File: config.mk
export PLATFORM = sky130hd
export DESIGN_NAME = hack_keyboard
export DESIGN_NICKNAME = d
export VERILOG_FILES = /design/src/rtl/hack_keyboard.sv
export SDC_FILE = /design/constraint.sdc
export NUM_CORES = 1
export LEC_CHECK = 0
export CORE_MARGIN = 3
export CORE_UTILIZATION = 40
export DETAILED_ROUTE_END_ITERATION = 16
export PLACE_DENSITY = 0.64
export SLEW_MARGIN = 40
export SYNTH_ARGS = -nofsm -noshare
export SYNTH_HDL_FRONTEND = slang
export SYNTH_SLANG_ARGS = --single-unit
File: constraint.sdc
create_clock -name clk -period 3.1 [get_ports clk]
set_clock_uncertainty 0.1 [all_clocks]
set_input_delay 0.62 -clock clk [delete_from_list [all_inputs] [get_ports clk]]
set_output_delay 0.62 -clock clk [all_outputs]
set_load 0.1 [all_outputs]
File: src/rtl/hack_keyboard.sv
// hack_keyboard: turns hps_io PS/2 set-2 key events into the Hack keyboard register value (0x6000).
// Define HACK_KBD_CAPSLOCK_EN to enable caps-lock on scancode 0x58; otherwise caps_on is tied to 0.
module hack_keyboard #(
  parameter int CLR_ON_RELEASE = 1
) (
  input  logic        clk,
  input  logic        reset,
  input  logic [10:0] ps2_key,
  output logic [15:0] key_code,
  output logic        key_strobe,
  output logic        caps_on
);

  logic       r_toggle;
  logic       r_lshift;
  logic       r_rshift;
  logic       r_held_vld;
  logic [8:0] r_held_id;
  logic [7:0] r_code;
  logic       r_strobe;

  logic       w_event;
  logic       w_pressed;
  logic       w_ext;
  logic [7:0] w_sc;
  logic       w_shift;
  logic       w_upper;
  logic [8:0] w_map;

  // Returns {mapped, ascii}. Letters follow the case flag, everything else follows shift only.
  function automatic logic [8:0] f_translate(input logic ext, input logic [7:0] sc,
                                             input logic shift, input logic upper);
    logic [7:0] v_lo;
    logic [7:0] v_hi;
    logic [8:0] v_res;
    v_lo  = 8'd0;
    v_hi  = 8'd0;
    v_res = 9'd0;
    if (ext) begin
      case (sc)
        8'h6B: v_lo = 8'd130;  8'h75: v_lo = 8'd131;
        8'h74: v_lo = 8'd132;  8'h72: v_lo = 8'd133;
        8'h6C: v_lo = 8'd134;  8'h69: v_lo = 8'd135;
        8'h7D: v_lo = 8'd136;  8'h7A: v_lo = 8'd137;
        8'h70: v_lo = 8'd138;  8'h71: v_lo = 8'd139;
        default: v_lo = 8'd0;
      endcase
      v_res = {(v_lo != 8'd0), v_lo};
    end else begin
      case (sc)
        8'h1C: v_lo = "a";  8'h32: v_lo = "b";  8'h21: v_lo = "c";  8'h23: v_lo = "d";
        8'h24: v_lo = "e";  8'h2B: v_lo = "f";  8'h34: v_lo = "g";  8'h33: v_lo = "h";
        8'h43: v_lo = "i";  8'h3B: v_lo = "j";  8'h42: v_lo = "k";  8'h4B: v_lo = "l";
        8'h3A: v_lo = "m";  8'h31: v_lo = "n";  8'h44: v_lo = "o";  8'h4D: v_lo = "p";
        8'h15: v_lo = "q";  8'h2D: v_lo = "r";  8'h1B: v_lo = "s";  8'h2C: v_lo = "t";
        8'h3C: v_lo = "u";  8'h2A: v_lo = "v";  8'h1D: v_lo = "w";  8'h22: v_lo = "x";
        8'h35: v_lo = "y";  8'h1A: v_lo = "z";
        8'h16: begin v_lo = "1"; v_hi = "!"; end
        8'h1E: begin v_lo = "2"; v_hi = "@"; end
        8'h26: begin v_lo = "3"; v_hi = "#"; end
        8'h25: begin v_lo = "4"; v_hi = "$"; end
        8'h2E: begin v_lo = "5"; v_hi = "%"; end
        8'h36: begin v_lo = "6"; v_hi = "^"; end
        8'h3D: begin v_lo = "7"; v_hi = "&"; end
        8'h3E: begin v_lo = "8"; v_hi = "*"; end
        8'h46: begin v_lo = "9"; v_hi = "("; end
        8'h45: begin v_lo = "0"; v_hi = ")"; end
        8'h4E: begin v_lo = "-"; v_hi = "_"; end
        8'h55: begin v_lo = "="; v_hi = "+"; end
        8'h54: begin v_lo = "["; v_hi = "{"; end
        8'h5B: begin v_lo = "]"; v_hi = "}"; end
        8'h5D: begin v_lo = 8'd92; v_hi = "|"; end
        8'h4C: begin v_lo = ";"; v_hi = ":"; end
        8'h52: begin v_lo = "'"; v_hi = 8'd34; end
        8'h41: begin v_lo = ","; v_hi = "<"; end
        8'h49: begin v_lo = "."; v_hi = ">"; end
        8'h4A: begin v_lo = "/"; v_hi = "?"; end
        8'h29: v_lo = 8'd32;
        8'h5A: v_lo = 8'd128;  8'h66: v_lo = 8'd129;  8'h76: v_lo = 8'd140;
        8'h05: v_lo = 8'd141;  8'h06: v_lo = 8'd142;  8'h04: v_lo = 8'd143;
        8'h0C: v_lo = 8'd144;  8'h03: v_lo = 8'd145;  8'h0B: v_lo = 8'd146;
        8'h83: v_lo = 8'd147;  8'h0A: v_lo = 8'd148;  8'h01: v_lo = 8'd149;
        8'h09: v_lo = 8'd150;  8'h78: v_lo = 8'd151;  8'h07: v_lo = 8'd152;
        default: v_lo = 8'd0;
      endcase
      if (v_lo >= "a" && v_lo <= "z")
        v_res = {1'b1, (upper ? v_lo - 8'd32 : v_lo)};
      else if (shift && v_hi != 8'd0)
        v_res = {1'b1, v_hi};
      else
        v_res = {(v_lo != 8'd0), v_lo};
    end
    return v_res;
  endfunction

  assign w_event   = ps2_key[10] ^ r_toggle;
  assign w_pressed = ps2_key[9];
  assign w_ext     = ps2_key[8];
  assign w_sc      = ps2_key[7:0];
  assign w_shift   = r_lshift | r_rshift;
  assign w_upper   = w_shift ^ caps_on;
  assign w_map     = f_translate(w_ext, w_sc, w_shift, w_upper);

  always_ff @(posedge clk) begin
    if (reset) begin
      r_toggle   <= ps2_key[10];
      r_lshift   <= 1'b0;
      r_rshift   <= 1'b0;
      r_held_vld <= 1'b0;
      r_held_id  <= 9'd0;
      r_code     <= 8'd0;
      r_strobe   <= 1'b0;
    end else begin
      r_toggle <= ps2_key[10];
      r_strobe <= 1'b0;
      if (w_event) begin
        if (!w_ext && w_sc == 8'h12) r_lshift <= w_pressed;
        if (!w_ext && w_sc == 8'h59) r_rshift <= w_pressed;
        if (w_pressed && w_map[8]) begin
          r_code     <= w_map[7:0];
          r_held_vld <= 1'b1;
          r_held_id  <= {w_ext, w_sc};
          r_strobe   <= 1'b1;
        end else if (!w_pressed && CLR_ON_RELEASE != 0 && r_held_vld &&
                     r_held_id == {w_ext, w_sc}) begin
          r_code     <= 8'd0;
          r_held_vld <= 1'b0;
        end
      end
    end
  end

`ifdef HACK_KBD_CAPSLOCK_EN
  logic r_caps;
  always_ff @(posedge clk) begin
    if (reset)
      r_caps <= 1'b0;
    else if (w_event && w_pressed && !w_ext && w_sc == 8'h58)
      r_caps <= ~r_caps;
  end
  assign caps_on = r_caps;
`else
  assign caps_on = 1'b0;
`endif

  assign key_code   = {8'd0, r_code};
  assign key_strobe = r_strobe;

endmodule
---- Word-level counts from Yosys, hierarchy flattened ----
Index checks and enable logic that the tools add are counted.
storage, ports and cells
  register bits after elaboration ......... 22
  word-level logic and storage cells ...... 121
  output and inout bits ................... 18
cells by class
  equal/unequal tests ..................... 75
  bitwise operators ....................... 3
  reduce and logical (&&, ||, !) cells .... 18
  add/sub/neg operators ................... 1
  $lt $le $gt $ge ......................... 2
  mux-type cells .......................... 15
operators by type and width
  cell                                                                              count
  8-bit one-hot mux with 62 select lines                                            1
  8-bit by 7-bit equality test with 1-bit output, second input constant             32
  8-bit by 6-bit equality test with 1-bit output, second input constant             23
  7-bit one-hot mux with 20 select lines                                            1
  8-bit one-hot mux with 10 select lines                                            1
  8-bit by 5-bit equality test with 1-bit output, second input constant             8
  8-bit 2-to-1 mux                                                                  6
  8-bit by 3-bit equality test with 1-bit output, second input constant             4
  8-bit by 4-bit equality test with 1-bit output, second input constant             4
  9-bit 2-to-1 mux                                                                  3
  8-bit nonzero test                                                                3
  9-bit equality test                                                               1
  8-bit by 1-bit equality test with 1-bit output, second input constant             1
  8-bit by 2-bit equality test with 1-bit output, second input constant             1
  8-bit equality test, second input constant                                        1
  8-bit by 7-bit >= comparator with 1-bit output, second input constant             1
  8-bit by 7-bit less-or-equal comparator with 1-bit output, second input constant  1
  2-bit AND reduction                                                               4
  8-bit by 6-bit subtractor with 8-bit output, second input constant                1
  1-bit logical AND                                                                 7
  1-bit 2-to-1 mux                                                                  3
  1-bit zero test                                                                   2
  2-bit nonzero test                                                                1
  2-bit OR reduction                                                                1
  3 further kinds                                                                   3

---- Logic depth before layout (Yosys ltp) ----
Gate-level depths: netlist (run 1).
  depth in word-level cells ............... 11
  gate-level depth with buffers ........... 14
  mapped depth without buffers ............ 11

---- Worst setup path after synthesis (run 1) ----
OpenSTA, ideal clock, no wires.
  kind .................................... input to register
  from .................................... input ps2_key[3]
  to ...................................... register r_code[0]
  slack ................................... 0.128 ns
  arrival time ............................ 2.800 ns
  path buffers ............................ 4
  stages .................................. 10
  cell sequence ........................... buf_2 or4b_1 o221a_2 a31o_1 buf_2 and3_1 a31oi_1 buf_6 buf_12 mux2i_1
between the ends
  word-level cells in the longest chain between the ends .. 11
  elaborated cells on any way between the ends .. 96
RTL lines
  item                                                                                                     RTL line  source
  start: declaration                                                                                       8         input logic [10:0] ps2_key,
  parallel branches: the longest is 11 deep, another holds 8-bit by 7-bit >= comparator with 1-bit output  -
  end signal: assignment                                                                                   120       r_code <= w_map[7:0];
  end: declaration                                                                                         19        logic [7:0] r_code;
Several ways; the timed one is not identified. The select of a mux whose other input is x is not followed.
A chain may end at the register's enable or synchronous reset.

---- Worst setup path after layout (run 1) ----
  from .................................... input ps2_key[2]
  to ...................................... register r_held_vld
between the ends
  word-level cells in the longest chain between the ends .. 11
  elaborated cells on any way between the ends .. 94
RTL lines
  item                                                                                                     RTL line  source
  parallel branches: the longest is 11 deep, another holds 8-bit by 7-bit >= comparator with 1-bit output  -
  end signal: assignment                                                                                   109       r_held_vld <= 1'b0;
  end signal: assignment                                                                                   121       r_held_vld <= 1'b1;
  end signal: assignment                                                                                   127       r_held_vld <= 1'b0;
  end: declaration                                                                                         17        logic r_held_vld;
Several ways; the timed one is not identified. The select of a mux whose other input is x is not followed.

==> results of run 1 <==
worst max-delay path, stage by stage:
cell      delay [ns]
clkbuf_4        0.16
buf_12          0.16
buf_4           0.16
nand3b_1        0.21
buf_4           0.17
nor2_2          0.04
nor3_2          0.15
nand3_1         0.11
or4_4           0.54
nor4_4          0.27
a31oi_4         0.18
buf_12          0.18
a22o_1          0.21
metal layers:
| layer | GRT usage (%) | up-vias | wire (um) |
|---|---|---|---|
| li1 | - | 1720 | - |
| met1 | 36.58 | 1764 | 5042 |
| met2 | 41.81 | 217 | 5453 |
| met3 | 5.965 | 47 | 1161 |
| met4 | 9.925 | 0 | 423 |
| met5 | 0 | - | 0 |
worst max-delay path by stage:
stage,depth (start not counted),to,startpoint,slack (ns)
2_1_floorplan,10,r_code[0],ps2_key[3],0.13
5_1_grt,13,r_held_vld,ps2_key[2],-0.09
6_report,13,r_held_vld,ps2_key[2],-0.02
3_3_place_gp,11,r_held_vld,ps2_key[0],-0.67
3_5_place_dp,12,r_held_id[8],ps2_key[7],-0.65
4_1_cts,12,r_code[3],ps2_key[5],0.003
registers in the layout, summed over array words and instances (netlist names):
name and flops:
r_held_vld 1, r_toggle 1, r_held_id 9, key_strobe 1, r_rshift 1, r_lshift 1
r_code 8
power by group through the flow:
stage / Clock, mW / Combinational, mW / Sequential (mW)
CTS: 0.269 / 0.488 / 0.298
global placement: 0 / 0.438 / 0.304
global route: 0.287 / 0.549 / 0.300
floorplan: 0 / 0.264 / 0.326
finish: 0.267 / 0.522 / 0.299
detailed placement: 0 / 0.442 / 0.305
layout make-up:
class / count / area (um2)
clock buffer: 3 / 41.29
clock inverter: 1 / 30.03
fill: 559 / 2425
inverter: 6 / 22.52
multi-input combinational: 319 / 2361
sequential: 22 / 440.4
tap: 96 / 120.1
timing repair buffer: 181 / 1504
logic make-up after synthesis:
kind of cell    after synthesis  share of synthesized area [%]
xor+xnor                     14                          4.199
fa+ha+maj                     2                         0.7712
other cells                   1                         0.1284
simple gates                175                          34.92
mux                          24                          8.312
flops                        22                          15.08
buf+inv                      53                          12.47
compound gates               95                          24.12
timing repair:
action | 4_1_cts | 5_1_grt
gates cloned | 2 | 2
gates resized for setup | 59 | 43
endpoints found under the setup margin | 19 | 19
buffers inserted | 12 | 7
pin swaps | 14 | 13
through the flow:
step	utilization, %	setup TNS (ns)
final	65.08	-0.01605
after global routing	65.08	-0.4021
after CTS	63.21	0
after detailed placement	57.37	-11.79
after global placement	57.37	-11.94
after floorplan	-	0
cell usage in the layout (no fill, tap or decap), drive strengths merged, types with 9 or more instances in the layout:
cell | synthesis | routed
nor2 | 26 | 26
mux2i | 22 | 22
dfxtp | 22 | 22
o21ai | 14 | 14
buf | 42 | 174
xnor2 | 10 | 10
nor3 | 15 | 15
nand3 | 9 | 9
conb | 1 | 9
nor2b | 9 | 9
nand2 | 45 | 45
a21oi | 15 | 15
==> flow_metrics.env, run 1 <==
export IMPL_internal_power_mw=0.6930
export IMPL_synth_flop_cell="dfxtp_1"
export IMPL_critPathKind="primary input to register"
export IMPL_setup_viol=1
export IMPL_clkPwrFrac_pct=24.5
export IMPL_power_total_mw=1.087
export IMPL_crit_required_ns=3.15
export IMPL_hold_path_end="r_code[5]"
export IMPL_yosysSeqAreaShare_pct=15.08
export IMPL_critPathMaxFanout=11
export IMPL_finalCriticalPeriod_ns=3.116
export IMPL_fin_nets=547
export IMPL_p_seq_share_pct=27.5
export IMPL_hold_ws_ns=0.3635
export IMPL_ys_seq_elements=22
export IMPL_placedCellCount=602
export IMPL_violations="negative setup slack"
export IMPL_grt_setup_unrepaired="true"
export IMPL_hp_class="register to register"
export IMPL_max_freq_mhz=320.9
export IMPL_p_sw_mw=0.3939
export IMPL_fp_row_count=30
export IMPL_grt_pass1_wl_um=18380
export IMPL_fin_area_um2=4519
export IMPL_grt_overflow=0
export IMPL_power_frac_comb_pct=48.0
export IMPL_core_um2=6944
export IMPL_final_antenna_net_count=0
export IMPL_tightestPinTransition_ns=0.7817
export IMPL_cts_tree="yes"
export IMPL_worst_r2r_setup_slack_ns=1.10
export IMPL_grt_usage_pct=27.05
export IMPL_async_flop_share_pct=0
export IMPL_finalWeightedCongestion=1.038
export IMPL_ys_warn_count=0
export IMPL_endpoint_kind="register"
export IMPL_synth_most_common_cell="nand2_1"
export IMPL_dp_hpwl_um=8779
export IMPL_rr_endpoint="r_code[0]"
export IMPL_fp_dieH_um=91.45
export IMPL_clk_latency_ns=0.27
export IMPL_clockBufferDepth=2
export IMPL_cts_hold_buf=0
export IMPL_drtIter0Drc=435
export IMPL_status="finished, violations left"
export IMPL_min_path_cells=2
export IMPL_netlist_instances=386
export IMPL_cts_root_buf="clkbuf_8"
export IMPL_vias=3748
export IMPL_dp_slack_ns=-0.6515
export IMPL_p_leak_nw=1.852
export IMPL_grt_pass1_vias=3540
export IMPL_p_sw_share_pct=36.24
export IMPL_synth_common_cells="45 x nand2_1, 25 x nor2_1, 22 x dfxtp_1, 22 x mux2i_1, 17 x buf_2"
export IMPL_final_cell_count_no_fill=628
export IMPL_vias_per_cell=5.968
export IMPL_htree_levels=1
export IMPL_numPortBuffers=21
export IMPL_max_slew_margin_rel_pct=47.20
export IMPL_ir_drop_mv=0.2368
export IMPL_clkSinkCount=22
export IMPL_wl_per_cell_um=19.24
export IMPL_setup_slack_ns=-0.01605
export IMPL_fp_dieW_um=91.45
export IMPL_startpoint_type="primary input"
export IMPL_cts_buffers=3
export IMPL_syn2layout_area_growth_pct=54.76
export IMPL_crit_arrival_ns=3.17
export IMPL_synth_area_um2=2920
export IMPL_io_pins=31
export IMPL_maxCapViolCount=0
export IMPL_grt_max_degree=19
export IMPL_synth_cell_type_count=82
export IMPL_worst_r2r_cell_count=5
export IMPL_synth_largest_area_cell="dfxtp_1"
export IMPL_n_antenna_cell=0
export IMPL_place_area_um2=3984
export IMPL_drt_total_wl_um=12080
export IMPL_clkSlewWorstSetupHoldPaths_ns=0.07
export IMPL_synth_edf_count=0
export IMPL_die_area_um2=8362
export IMPL_drive_above_1_share_pct=44.92
export IMPL_r2r_start="r_toggle"
export IMPL_drtPass1Iterations=5
export IMPL_slew_violations=0
export IMPL_synth_area_top_cells="dfxtp_1 15%, mux2i_1 7.5%, nand2_1 5.8%"
export IMPL_antenna_found_initial=0
export IMPL_timing_final_crit_share_pct=100.5
export IMPL_drc_errors=0
export IMPL_power_density_nw_per_um2=240.5
export IMPL_synth_top_area_share_pct=15.08
export IMPL_avgSynthCellArea_um2=7.566
export IMPL_start_util_pct=42.05
export IMPL_hold_viol=0
export IMPL_hold_start="r_code[5]"
Power figures use the tool's default switching activity.
==> inputs of run 2 (changes only) <==
Settings changed: CORE_UTILIZATION 40 to 30, PLACE_DENSITY 0.64 to 0.51.
==> run 2 against run 1 <==
The run now ends clean. Final cell count rose by 4.5%. Die area increased by 31%. Total power down 8.5%. Via count shrank 2.2%. Fmax rose by 2.6%. Non-clock buffer count fell by 4. Combinational power increased by 0.8%. Sequential share of layout area down 0.17 points. Core utilization fell by 16 points. Largest power group unchanged. Setup slack better by 0.079 ns. Design area increased by 1.7%.
==> flow_metrics.env, run 2 (synthesis results as in run 1) <==
export IMPL_power_density_nw_per_um2=216.3
export IMPL_clockBufferDepth=2
export IMPL_hold_viol=0
export IMPL_power_frac_comb_pct=52.9
export IMPL_vias=3667
export IMPL_hp_class="register to register"
export IMPL_p_leak_nw=1.870
export IMPL_fin_nets=543
export IMPL_crit_arrival_ns=3.09
export IMPL_grt_usage_pct=21.35
export IMPL_worst_r2r_cell_count=5
export IMPL_layout_common_cells="146 x buf_4, 44 x nand2_1, 22 x mux2i_1, 22 x dfxtp_1, 20 x nor2_1"
export IMPL_grt_pass1_vias=3526
export IMPL_place_area_um2=4020
export IMPL_placedCellCount=626
export IMPL_vias_per_cell=5.590
export IMPL_syn2layout_area_growth_pct=57.46
export IMPL_internal_power_mw=0.6118
export IMPL_ir_drop_mv=0.1704
export IMPL_finalCriticalPeriod_ns=3.037
export IMPL_clkPwrFrac_pct=17.1
export IMPL_p_seq_share_pct=30.0
export IMPL_htree_levels=1
export IMPL_cts_root_buf="clkbuf_8"
export IMPL_fp_row_count=35
export IMPL_fp_dieW_um=104.7
export IMPL_crit_required_ns=3.15
export IMPL_numPortBuffers=21
export IMPL_hold_start="r_code[6]"
export IMPL_fin_area_um2=4598
export IMPL_max_slew_margin_rel_pct=48.95
export IMPL_n_fill_cell=916
export IMPL_critPathKind="primary input to register"
export IMPL_wl_per_cell_um=18.11
export IMPL_grt_overflow=0
export IMPL_max_freq_mhz=329.3
export IMPL_cts_hold_buf=0
export IMPL_mostFrequentLayoutCell="buf_4"
export IMPL_startpoint_type="primary input"
export IMPL_clkSinkCount=22
export IMPL_die_area_um2=10950
export IMPL_power_total_mw=0.9948
export IMPL_grt_max_degree=24
export IMPL_drc_errors=0
export IMPL_antenna_found_initial=0
export IMPL_grt_pass1_wl_um=19060
export IMPL_setup_viol=0
export IMPL_drt_total_wl_um=11880
export IMPL_clk_latency_ns=0.26
export IMPL_rr_endpoint="r_code[0]"
export IMPL_cts_buffers=3
export IMPL_endpoint_kind="register"
export IMPL_slew_violations=0
export IMPL_worst_r2r_setup_slack_ns=1.24
export IMPL_n_antenna_cell=0
export IMPL_critPathMaxFanout=6
export IMPL_core_um2=9371
export IMPL_regMostFlops="r_held_id"
export IMPL_cts_tree="yes"
export IMPL_io_pins=31
export IMPL_drtIter0Drc=244
export IMPL_min_path_cells=2
export IMPL_clkSlewWorstSetupHoldPaths_ns=0.07
export IMPL_r2r_start="r_rshift"
export IMPL_final_antenna_net_count=0
export IMPL_reg_largest_list="r_held_id x9, r_code x8"
export IMPL_dp_hpwl_um=8816
export IMPL_final_cell_count_no_fill=656
export IMPL_drtPass1Iterations=5
export IMPL_p_sw_share_pct=38.50
export IMPL_multi_input_area_um2=2427
export IMPL_finalWeightedCongestion=0.9654
export IMPL_largest_register_ffs=9
export IMPL_timing_final_crit_share_pct=97.97
export IMPL_start_util_pct=31.16
export IMPL_status="complete, no violations"
export IMPL_p_sw_mw=0.3829
export IMPL_drive_above_1_share_pct=44.59
export IMPL_maxCapViolCount=0
export IMPL_hold_path_end="r_code[6]"
export IMPL_fp_dieH_um=104.7
export IMPL_tightestPinTransition_ns=0.7588
export IMPL_register_area_um2=440.4
## run 2: cell types whose count changed in the layout (fill, tap and decap cells not counted), moves of 3 or more
cell	previous run	this run
a211oi_1	2	5
nor2_1	23	20
buf_4	150	146
buf_6	14	9
nor2_2	2	5
a211oi_2	3	0
buf_12	4	7
## run 2: cell type report
| type | count | share of cell area (%) |
|---|---|---|
| inverter | 6 | 0.4898 |
| timing repair buffer | 177 | 32.73 |
| multi-input combinational | 319 | 52.79 |
| sequential | 22 | 9.578 |
| tap | 129 | 3.510 |
| clock buffer | 3 | 0.8980 |
## run 2: worst max-delay path: stages
cell,delay (ns)
buf_4,0.14
buf_6,0.12
or2b_4,0.23
o22ai_2,0.09
a31o_1,0.23
buf_4,0.13
a2111o_1,0.32
or4_4,0.46
nor4_4,0.19
a31oi_4,0.20
buf_12,0.19
and2_1,0.15
## run 2: what timing repair did
action	in CTS	in global routing
endpoints found under the setup margin	19	19
cloned	4	0
buffers inserted	14	9
pin swaps	17	13
gates resized for setup	68	32
## run 2: power groups by stage
stage	clock, mW	sequential [mW]	combinational [mW]
2_1_floorplan	0	0.326	0.264
3_3_place_gp	0	0.304	0.449
3_5_place_dp	0	0.305	0.446
4_1_cts	0.179	0.298	0.505
5_1_grt	0.193	0.299	0.557
6_report	0.170	0.298	0.526
## run 2: worst max path at each step
stage / depth (start not counted) / start / slack, ns / to
after floorplan: 10 / ps2_key[3] / 0.13 / r_code[0]
after global placement: 11 / ps2_key[4] / -0.65 / r_code[4]
after detailed placement: 11 / ps2_key[4] / -0.69 / r_code[4]
after CTS: 14 / ps2_key[3] / 0.004 / key_strobe
after global routing: 13 / ps2_key[6] / -0.02 / r_code[4]
final: 12 / ps2_key[4] / 0.06 / key_strobe
## run 2: per-stage QoR
step / TNS (ns) / setup WS [ns] / utilization (%) / hold WS [ns]
after floorplan: 0 / 0.1279 / - / 0.3426
after global placement: -11.79 / -0.6527 / 42.90 / 0.3415
after detailed placement: -12.35 / -0.6883 / 42.90 / 0.3495
after CTS: 0 / 0.004020 / 47.70 / 0.3599
after global routing: -0.03986 / -0.01732 / 49.07 / 0.3930
final: 0 / 0.06298 / 49.07 / 0.3613
## run 2: per-layer routing
metal	part of all wire (%)	GRT usage [%]	vias up
li1	-	-	1715
met1	43	28.82	1756
met2	47	34.78	164
met3	6.9	3.459	32
met4	2.6	6.748	0
met5	0	0	-
==> inputs of run 3 (changes only) <==
Settings changed: PLACE_DENSITY 0.51 to 0.5.
==> run 3 against run 2 <==
First-iteration DRC count grew 29%. Wire length grew 0.96%. Die area is the same. Total power grew 3.1%. Global-route usage shrank 0.080 points. Sequential power is essentially flat. Clock power grew 20%. Final cell count shrank 0.91%. Critical path type unchanged. Highest routed layer unchanged.
==> flow_metrics.env, run 3 (synthesis results as in run 1) <==
export IMPL_p_sw_mw=0.3912
export IMPL_startpoint_type="primary input"
export IMPL_hold_viol=0
export IMPL_drtPass1Iterations=5
export IMPL_die_area_um2=10950
export IMPL_grt_max_degree=24
export IMPL_drc_errors=0
export IMPL_tightestPinTransition_ns=0.6284
export IMPL_final_antenna_net_count=0
export IMPL_fp_dieW_um=104.7
export IMPL_syn2layout_area_growth_pct=56.04
export IMPL_finalCriticalPeriod_ns=3.019
export IMPL_setup_slack_ns=0.08058
export IMPL_wl_per_cell_um=18.46
export IMPL_mostFrequentLayoutCell="buf_4"
export IMPL_regMostFlops="r_held_id"
export IMPL_p_sw_share_pct=38.16
export IMPL_critPathMaxFanout=12
export IMPL_drive_above_1_share_pct=44.72
export IMPL_critPathKind="primary input to register"
export IMPL_fin_nets=536
export IMPL_n_fill_cell=899
export IMPL_core_um2=9371
export IMPL_n_antenna_cell=0
export IMPL_finalWeightedCongestion=1.047
export IMPL_clkPwrFrac_pct=19.9
export IMPL_endpoint_kind="register"
export IMPL_fp_dieH_um=104.7
export IMPL_grt_pass1_wl_um=19040
export IMPL_vias_per_cell=5.626
export IMPL_largest_register_ffs=9
export IMPL_htree_levels=1
export IMPL_use_met2_pct=34.96
export IMPL_grt_use_met3_pct=2.841
export IMPL_use_met1_pct=28.44
export IMPL_slowest_delay_ns=0.54
export IMPL_grt_usage_pct=21.27
export IMPL_power_density_nw_per_um2=225.0
export IMPL_cts_buffers=3
export IMPL_cts_root_buf="clkbuf_8"
export IMPL_cts_tree="yes"
export IMPL_crit_required_ns=3.15
export IMPL_vias=3657
export IMPL_clkSlewWorstSetupHoldPaths_ns=0.07
export IMPL_hp_class="register to register"
export IMPL_internal_power_mw=0.6340
export IMPL_reg_largest_list="r_held_id x9, r_code x8"
export IMPL_start_util_pct=31.16
export IMPL_dp_slack_ns=-0.6593
export IMPL_power_frac_comb_pct=51.1
export IMPL_setup_viol=0
export IMPL_drtIter0Drc=315
export IMPL_max_freq_mhz=331.2
export IMPL_timing_final_crit_share_pct=97.40
export IMPL_fp_row_count=35
export IMPL_status="complete, no violations"
export IMPL_io_pins=31
export IMPL_crit_arrival_ns=3.07
export IMPL_max_slew_margin_rel_pct=58.06
export IMPL_grt_pass1_vias=3556
export IMPL_cpMostUsedCell="buf_12"
export IMPL_p_leak_nw=1.832
export IMPL_path_cells="buf_2, buf_12, buf_6, nand3b_1, buf_4, nor2_1, a21oi_1, nand3_1, or4_4, nor4_4, a31oi_4, buf_12, mux2i_2"
export IMPL_drt_total_wl_um=12000
export IMPL_numPortBuffers=21
export IMPL_maxCapViolCount=0
export IMPL_layout_common_cells="137 x buf_4, 44 x nand2_1, 23 x nor2_1, 22 x dfxtp_1, 21 x mux2i_1"
export IMPL_antenna_found_initial=0
export IMPL_cp_slowest_cell="or4_4"
export IMPL_p_seq_share_pct=29.1
export IMPL_clockBufferDepth=2
export IMPL_dp_hpwl_um=8710
export IMPL_clkSinkCount=22
export IMPL_fin_tns_setup_ns=0
export IMPL_grt_busiest_layer="met2"
export IMPL_ir_drop_mv=0.1586
export IMPL_slew_violations=0
export IMPL_clk_latency_ns=0.26
export IMPL_grt_overflow=0
-- run 3: changes by cell type in the layout (fill, tap and decap cells not counted), moves of 2 or more --
| cell | change |
|---|---|
| a41oi_1 | -2 |
| a41oi_2 | +2 |
| buf_2 | -2 |
| buf_4 | -9 |
| buf_6 | +2 |
| clkbuf_2 | +3 |
| nor2_1 | +3 |
| nor2_2 | -3 |
| o2111ai_2 | +2 |
| o2111ai_4 | -2 |
| o21ai_0 | +2 |
| o21ai_1 | -2 |
| o22ai_2 | -2 |
-- run 3: critical path, delay by kind of cell --
family | cells | cell delay (ns)
and+or+nand+nor | 5 | 1.15
buffers and inverters | 5 | 0.79
AOI/OAI and AO/OA | 2 | 0.35
muxes | 1 | 0.14
-- run 3: stage by stage --
step / area (um2) / utilization (%) / cells / total power [mW] / hold WS, ns
CTS: 4444 / 47.42 / 643 / 1.008 / 0.3615
floorplan: 2950 / - / 394 / 0.5901 / 0.3426
global route: 4557 / 48.62 / 650 / 1.075 / 0.3925
global placement: 3943 / 42.07 / 619 / 0.7453 / 0.3452
finish: 4557 / 48.62 / 650 / 1.025 / 0.3612
detailed placement: 3943 / 42.07 / 619 / 0.7452 / 0.3509
-- run 3: power by group through the flow --
| stage | registers, mW | clock network, mW | logic (mW) |
|---|---|---|---|
| 6_report | 0.298 | 0.204 | 0.524 |
| 5_1_grt | 0.299 | 0.223 | 0.552 |
| 4_1_cts | 0.298 | 0.209 | 0.501 |
| 3_5_place_dp | 0.305 | 0 | 0.440 |
| 3_3_place_gp | 0.305 | 0 | 0.441 |
| 2_1_floorplan | 0.326 | 0 | 0.264 |
-- run 3: layout make-up --
cell class	count	area [um2]	share of cell area, %
multi-input combinational	319	2432	53.38
timing repair buffer	170	1445	31.71
inverter	6	22.52	0.4942
tap	129	161.4	3.542
clock buffer	4	55.05	1.208
sequential	22	440.4	9.665
-- run 3: repair_timing --
action / in CTS / in global routing
gates resized for setup: 67 / 25
endpoints found under the setup margin: 19 / 19
gates cloned: 5 / 0
buffers inserted: 16 / 7
hold buffers: 0 / 0
pin swaps: 17 / 19
-- run 3: metal layers --
metal  up-vias  wire [um]
li1       1704          -
met1      1738       5190
met2       171       5542
met3        44        734
met4         0        529
met5         -          0
-- run 3: final timing paths --
kind	start	endpoint	slack (ns)	depth (start not counted)
worst max-delay path	ps2_key[2]	r_held_id[0]	0.08	13
worst min-delay path	r_code[1]	r_code[1]	0.36	2
worst max register to register	r_rshift	r_code[0]	1.21	5
worst min register to register	r_code[1]	r_code[1]	0.36	2
